### config.mk
export PLATFORM = sky130hd
export DESIGN_NAME = serialc
export DESIGN_NICKNAME = d
export VERILOG_FILES = /design/src/rtl/serialc.sv
export SDC_FILE = /design/constraint.sdc
export NUM_CORES = 1
export LEC_CHECK = 0
export CAP_MARGIN = 20
export CORE_MARGIN = 4
export CORE_UTILIZATION = 47
export CTS_CLUSTER_SIZE = 10
export DETAILED_ROUTE_END_ITERATION = 8
export PLACE_DENSITY = 0.73
export SETUP_SLACK_MARGIN = 0.02
export SYNTH_ARGS = -nofsm -noshare
export SYNTH_HDL_FRONTEND = slang
export SYNTH_SLANG_ARGS = --single-unit
### constraint.sdc
create_clock -name CLK -period 2.6 [get_ports CLK]
set_clock_uncertainty 0.1 [all_clocks]
set_input_delay 0.26 -clock CLK [delete_from_list [all_inputs] [get_ports CLK]]
set_output_delay 0.26 -clock CLK [all_outputs]
set_load 0.005 [all_outputs]
### src/rtl/serialc.sv
// ---------------------------------------------------------------------------
// serialc : 8N1 asynchronous serial receiver (console decoder)
//
// Receives frames on RXD that are 1 start bit, 8 data bits (LSB first) and
// 1 stop bit. Each bit lasts SERIAL_WCNT clock cycles. Every frame with a
// valid stop bit produces a one-cycle EN strobe with the byte on DATA.
//
// Parameters:
//   SERIAL_WCNT  clock cycles per serial bit (4..65535)
//
// Ports:
//   CLK    in   system clock, rising edge
//   RST_X  in   asynchronous active-low reset
//   RXD    in   serial line, idle high
//   DATA   out  last correctly received byte, held between strobes
//   EN     out  one-cycle strobe, DATA carries a new byte
//
// Build option:
//   SERIALC_SYNC_EN  when defined, RXD passes through a two-flop
//                    synchronizer (reset to 1), adding 2 cycles of latency.
//                    When undefined, RXD must be synchronous to CLK.
// ---------------------------------------------------------------------------
module serialc #(
    parameter int SERIAL_WCNT = 20
) (
    input  logic       CLK,
    input  logic       RST_X,
    input  logic       RXD,
    output logic [7:0] DATA,
    output logic       EN
);

    localparam int TW = $clog2(SERIAL_WCNT) + 1;

    // Sample points: the start bit is checked half a bit after the falling
    // edge, and every following sample lands one full bit later.
    localparam logic [TW-1:0] HALF_CNT = TW'(SERIAL_WCNT / 2);
    localparam logic [TW-1:0] BIT_CNT  = TW'(SERIAL_WCNT);

    localparam logic [2:0] ST_IDLE      = 3'd0;
    localparam logic [2:0] ST_START     = 3'd1;
    localparam logic [2:0] ST_DATA      = 3'd2;
    localparam logic [2:0] ST_STOP      = 3'd3;
    localparam logic [2:0] ST_WAIT_HIGH = 3'd4;

    logic          rx_s;

    logic [2:0]    state_reg,   state_next;
    logic [TW-1:0] timer_reg,   timer_next;
    logic [2:0]    bit_cnt_reg, bit_cnt_next;
    logic [7:0]    shift_reg,   shift_next;
    logic [7:0]    data_reg,    data_next;
    logic          en_reg,      en_next;

`ifdef SERIALC_SYNC_EN
    // Both flops reset to the idle level so that reset never looks like a
    // start bit.
    logic [1:0] sync_reg;

    always_ff @(posedge CLK or negedge RST_X) begin
        if (!RST_X) begin
            sync_reg <= 2'b11;
        end else begin
            sync_reg <= {sync_reg[0], RXD};
        end
    end

    assign rx_s = sync_reg[1];
`else
    assign rx_s = RXD;
`endif

    // The timer holds the index of the current cycle since the last sample
    // point. Reloading it with 1 when leaving a sample keeps the
    // comparisons against HALF_CNT / BIT_CNT exact.
    always_comb begin
        state_next   = state_reg;
        timer_next   = timer_reg;
        bit_cnt_next = bit_cnt_reg;
        shift_next   = shift_reg;
        data_next    = data_reg;
        en_next      = 1'b0;

        case (state_reg)
            ST_IDLE: begin
                if (!rx_s) begin
                    timer_next = TW'(1);
                    state_next = ST_START;
                end
            end

            ST_START: begin
                if (timer_reg == HALF_CNT) begin
                    if (rx_s) begin
                        // Low pulse shorter than half a bit: treat as glitch.
                        state_next = ST_IDLE;
                        timer_next = '0;
                    end else begin
                        state_next   = ST_DATA;
                        bit_cnt_next = 3'd0;
                        timer_next   = TW'(1);
                    end
                end else begin
                    timer_next = timer_reg + TW'(1);
                end
            end

            ST_DATA: begin
                if (timer_reg == BIT_CNT) begin
                    shift_next = {rx_s, shift_reg[7:1]};
                    timer_next = TW'(1);
                    if (bit_cnt_reg == 3'd7) begin
                        state_next = ST_STOP;
                    end else begin
                        bit_cnt_next = bit_cnt_reg + 3'd1;
                    end
                end else begin
                    timer_next = timer_reg + TW'(1);
                end
            end

            ST_STOP: begin
                if (timer_reg == BIT_CNT) begin
                    timer_next = '0;
                    if (rx_s) begin
                        data_next  = shift_reg;
                        en_next    = 1'b1;
                        state_next = ST_IDLE;
                    end else begin
                        // Framing error or break: wait for the line to
                        // return high before looking for a new start bit.
                        state_next = ST_WAIT_HIGH;
                    end
                end else begin
                    timer_next = timer_reg + TW'(1);
                end
            end

            ST_WAIT_HIGH: begin
                if (rx_s) begin
                    state_next = ST_IDLE;
                end
            end

            default: begin
                state_next = ST_IDLE;
                timer_next = '0;
            end
        endcase
    end

    always_ff @(posedge CLK or negedge RST_X) begin
        if (!RST_X) begin
            state_reg   <= ST_IDLE;
            timer_reg   <= '0;
            bit_cnt_reg <= 3'd0;
            shift_reg   <= 8'h00;
            data_reg    <= 8'h00;
            en_reg      <= 1'b0;
        end else begin
            state_reg   <= state_next;
            timer_reg   <= timer_next;
            bit_cnt_reg <= bit_cnt_next;
            shift_reg   <= shift_next;
            data_reg    <= data_next;
            en_reg      <= en_next;
        end
    end

    assign DATA = data_reg;
    assign EN   = en_reg;

endmodule

Word-level counts from Yosys, hierarchy flattened
Cells that the tools add are included.
{ "classes": {"n_bitwise": 1, "n_reduce_logical": 7, "n_eq_ne": 15, "mux": 23, "n_addsub": 2} }
{ "op_table": {"columns": ["operator", "n"], "rows": [
  ["two-way mux 3 bit", 11],
  ["one-hot mux 6 bit (5 select lines)", 1],
  ["two-way mux 6 bit", 4],
  ["!= test 2 bit, second input constant", 8],
  ["one-hot mux 3 bit (5 select lines)", 1],
  ["adder 6 x 1 -> 6 bit, second input constant", 1],
  ["== test 3 x 2 -> 1 bit, second input constant", 2],
  ["== test 3 bit, second input constant", 2],
  ["== test 6 x 4 -> 1 bit, second input constant", 1],
  ["== test 6 x 5 -> 1 bit, second input constant", 1],
  ["one-hot mux 3 bit (2 select lines)", 1],
  ["AND reduction 6 bit", 1],
  ["AND reduction 5 bit", 1],
  ["two-way mux 1 bit", 4],
  ["AND reduction 2 bit", 2],
  ["adder 3 x 1 -> 3 bit, second input constant", 1],
  ["== test 3 x 1 -> 1 bit, second input constant", 1],
  ["zero test 3 bit", 1],
  ["AND reduction 3 bit", 1],
  ["two-way mux 2 bit", 1],
  ["nonzero test 2 bit", 1],
  ["NOT 1 bit", 1]
]} }
{ "totals": {"register_bits": 29, "output_inout_bits": 9, "wordCells": 54, "in_bits": 3} }

Depth between registers and ports, before layout
{ "depth": {"word_depth": 4, "ltp_mapped": 7} }

Worst setup path after synthesis
Ideal clock, no wire load.
{ "synth_path": {"kind": "register to register", "from": "reg timer_reg[0]", "to": "reg bit_cnt_reg[0]", "path_stages_with_launch": 8, "t_arrival_ns": 1.596, "t_required_ns": 2.375, "setup_slack_ns": 0.780, "setup_time_ns": 0.125, "cell_sequence": "dfrtp_1 inv_1 ha_1 and4b_1 and3_1 buf_2 and2b_1 mux2_2"} }
{ "synth_between": {"elab_chain_len": 3, "elab_cells_between_ends": 5, "cone_classes": "eq/ne (4); reduce/logical (1)"} }
{ "synth_rtl": {"columns": ["element", "line", "source"], "rows": [
  ["start: declaration", "49", "logic [TW-1:0] timer_reg, timer_next;"],
  ["start signal: assignment", "162", "timer_reg <= timer_next;"],
  ["== test 6 x 5 -> 1 bit or == test 6 x 4 -> 1 bit (tied branches)", "109, 93", null],
  ["!= test 2 bit (no source line)", null, null],
  ["AND reduction 5 bit (no source line) *", null, null],
  ["end signal: assignment", "163", "bit_cnt_reg <= bit_cnt_next;"],
  ["end: declaration", "50", "logic [2:0] bit_cnt_reg, bit_cnt_next;"]
]} }
Every way passes the cells marked *; elsewhere a longest branch is shown, timed or not.
A chain may end at the register's enable or synchronous reset.

Worst setup path after layout
{ "layout_path": {"from": "reg timer_reg[0]", "to": "reg timer_reg[5]"} }
{ "layout_between": {"elab_chain_len": 3, "elab_cells_between_ends": 7, "cone_classes": "add/sub (1); eq/ne (2); mux (4)"} }
{ "layout_rtl": {"columns": ["element", "line", "source"], "rows": [
  ["adder 6 x 1 -> 6 bit, or another cell as far along", "104, 118, 135", null],
  ["two-way mux 6 bit, on equally long branches", "123, 109, 93", null],
  ["one-hot mux 6 bit (5 select lines) *", "84", "case (state_reg)"]
]} }
Marks and branches as above.

==> reports/qor.yml <==
synth_top_family_by_area: "simple AND/OR/NAND/NOR gates"
cts_setup_buffers: 0
avgSynthCellArea_sq_um: 11.5
grt_pass1_wl_mm: 4.33
critPathCaptureType: "register"
portBuffers: 11
synth_warnings: 0
holdBufCountCts: 0
synth_compound_area_share_pct: 11.8
nets: 145
synthMuxAreaShare_pct: 14.3
syn-cell-area_sq_mm: 0.00141
finalCriticalPeriod_ns: 1.99
initial_core_util_pct: 50.1
synthAdderAreaFrac_pct: 4.45
cpLargestDelayFamily: "compound AO/OA/AOI/OAI gates"
slowest_delay_ns: 0.50
cts_resized: 0
cp.arrival_ns: 2.14
clk_latency_ns: 0.34
area_growth_pct: 13.8
root_buffer: "clkbuf_4"
grt.total_usage_pct: 14.3
ir_drop_mv: 0.344
drive_gt1_share_pct: 19.6
required_ns: 2.75
leakage_nw: 0.764
postLayoutCoreUtil_pct: 57.0
grt_pass1_vias: 954
cts_sinks: 29
drt_iter0_markers: 26
htreeDepth: 2
worst_pin_slew_ns: 0.695
critPathKind: "reg2reg"
ios: 12
cts_tree: "yes"
syn_nets: 130
synthCells: 122
hp-class: "in2async"
die-width_microns: 62.7
reg2reg_to: "timer_reg[5]$_DFFE_PN0P_"
rsz0062_at_grt: "no"
finalPower_w: 0.000999
maxSlewViolCount: 0
maxCapViolCount: 0
seq_area_frac_synth_pct: 51.6
overflow: 0
avgViaCountPerCell: 5.56
firstDrtPassIters: 4
gp_congestion: 0.805
cts_buffer_depth: 2
path_clk_slew_ns: 0.10
setup_slack_ns: 0.614
worstRegToRegCells: 6
hold_violations: 0
cp-start-kind: "register"
drc_errors: 0
fillCellCount: 262
cp_num_buf_inv: 1
core_sq_mm: 0.00281
place_ws_ns: 0.601
r2r-start: "timer_reg[0]$_DFFE_PN0P_"
drt_wl_total_mm: 2.41
dieArea_sq_mm: 0.00393
diodes: 0
relSlewSlack_pct: 53.6
p_per_area_mw_per_mm2: 624
die_y_microns: 62.7
cp_max_fo: 8
crit_chain: "inv_1 -> ha_1 -> and4b_1 -> a21boi_1 -> nor2_1 -> o211ai_1"
fmax_ghz: 0.504
cts_buffers: 5
critical_path.slowest_cell: "a21boi_1"
rows: 19
ys_types: 33
antenna_left: 0
hpwl_mm: 1.73
final-setup-viol-count: 0
wire_per_inst_microns: 14.2
r2r_slack_ns: 0.61
finalCritPeriodShare_pct: 76.4
status: "completed"
synth_seq_cells: 29
via_count: 940
grt_max_degree: 30
finalSetupTns_ns: 0
synth_xor_area_share_pct: 0
synthSimpleGateAreaFrac_pct: 15.2
grt_antenna_before_repair: 0
## worst max path at each step
| stage | start | endpoint | slack, ns | cells after the start |
|---|---|---|---|---|
| global placement | RXD | bit_cnt_reg[0]$_DFFE_PN0P_ | 0.58 | 5 |
| floorplan | timer_reg[0]$_DFFE_PN0P_ | bit_cnt_reg[0]$_DFFE_PN0P_ | 0.78 | 7 |
| global route | timer_reg[0]$_DFFE_PN0P_ | timer_reg[5]$_DFFE_PN0P_ | 0.45 | 5 |
| detailed placement | RXD | bit_cnt_reg[0]$_DFFE_PN0P_ | 0.60 | 5 |
| finish | timer_reg[0]$_DFFE_PN0P_ | timer_reg[5]$_DFFE_PN0P_ | 0.61 | 6 |
| CTS | timer_reg[0]$_DFFE_PN0P_ | shift_reg[1]$_DFFE_PN0P_ | 0.60 | 5 |
## through the flow
stage	instances	instance area, sq um	hold WS [ns]
after floorplan	122	1410	-0.136
after global placement	161	1550	0.389
after detailed placement	161	1550	0.395
after CTS	169	1600	0.192
after global routing	169	1600	0.231
final	169	1600	0.189
## power breakdown
| group | total, W | switching [W] | leakage [nW] | internal (W) |
|---|---|---|---|---|
| registers | 0.000547 | 0.0000638 | 0.398 | 0.000483 |
| clock network | 0.000271 | 0.000170 | 0.0310 | 0.000102 |
| logic | 0.000181 | 0.000103 | 0.336 | 0.0000781 |
| total | 0.000999 | 0.000336 | 0.764 | 0.000663 |
## worst register-to-register path, stage by stage (launching register included)
cell	delay (ns)
dfrtp_1	0.41
inv_1	0.10
ha_1	0.20
and4b_1	0.24
a21boi_1	0.50
nor2_1	0.15
o211ai_1	0.21
## Yosys cell counts, drive strengths merged
library cell  count  share of area [%]
nor3              2               0.71
nand3             2               0.71
a221o             2                1.4
nor4              1               0.45
inv               5                1.3
and2b             2                1.1
dfrtp            29                 52
ha                5                4.4
and3              1               0.45
nor2              9                2.4
a32oi             1               0.62
a21oi             5                1.8
and4b             1               0.71
mux2             17                 14
o41ai             1               0.62
a22o              2                1.2
and2              1               0.45
nor4b             1                1.7
nor3b             1               0.53
o22ai             1               0.45
a2111oi           1                1.1
o21ai             7                2.5
nand2            12                3.2
mux2i             1               0.71
nor2b             2               0.89
a21boi            1               0.53
clkbuf            2               0.53
nand4             2                2.0
buf               2               0.71
o211ai            3                1.6
## cell families (layout without fill, tap and decap cells)
group,count (synthesis),after routing
buf+inv,9,25
simple gates,37,37
fa+ha+maj,5,5
mux,18,18
flops,29,29
compound gates,24,24
## layout make-up
cell class | instances | area, sq um | share of cell area, %
multi-input cells | 84 | 644 | 40.3
well taps | 31 | 38.8 | 2.42
inverters | 5 | 18.8 | 1.17
repair buffers | 12 | 118 | 7.35
clock inverters | 3 | 17.5 | 1.09
flip-flops and latches | 29 | 726 | 45.3
clock buffers | 5 | 37.5 | 2.35
## cell usage in the layout, fill, tap and decap left out, types with 2 or more instances in the layout
cell type	n
a21oi_1	5
a221o_1	2
a22o_1	2
and2b_1	2
clkbuf_4	5
clkdlybuf4s50_1	11
clkinv_2	2
dfrtp_1	29
ha_1	5
inv_1	5
mux2_1	2
mux2_2	15
nand2_1	12
nand3_1	2
nor2_1	9
nor2b_1	2
nor3_1	2
o211ai_1	3
o21ai_0	6
## layer usage
| layer | global-route usage (%) | vias up | wire (microns) | share of wire [%] |
|---|---|---|---|---|
| met4 | 9.09 | 0 | 73 | 3.0 |
| met3 | 4.68 | 8 | 99 | 4.1 |
| li1 | - | 473 | - | - |
| met5 | 0 | - | 0 | 0 |
| met1 | 16.5 | 446 | 1090 | 45 |
| met2 | 22.6 | 13 | 1140 | 47 |
No activity file was read; power rests on OpenSTA's default activity.
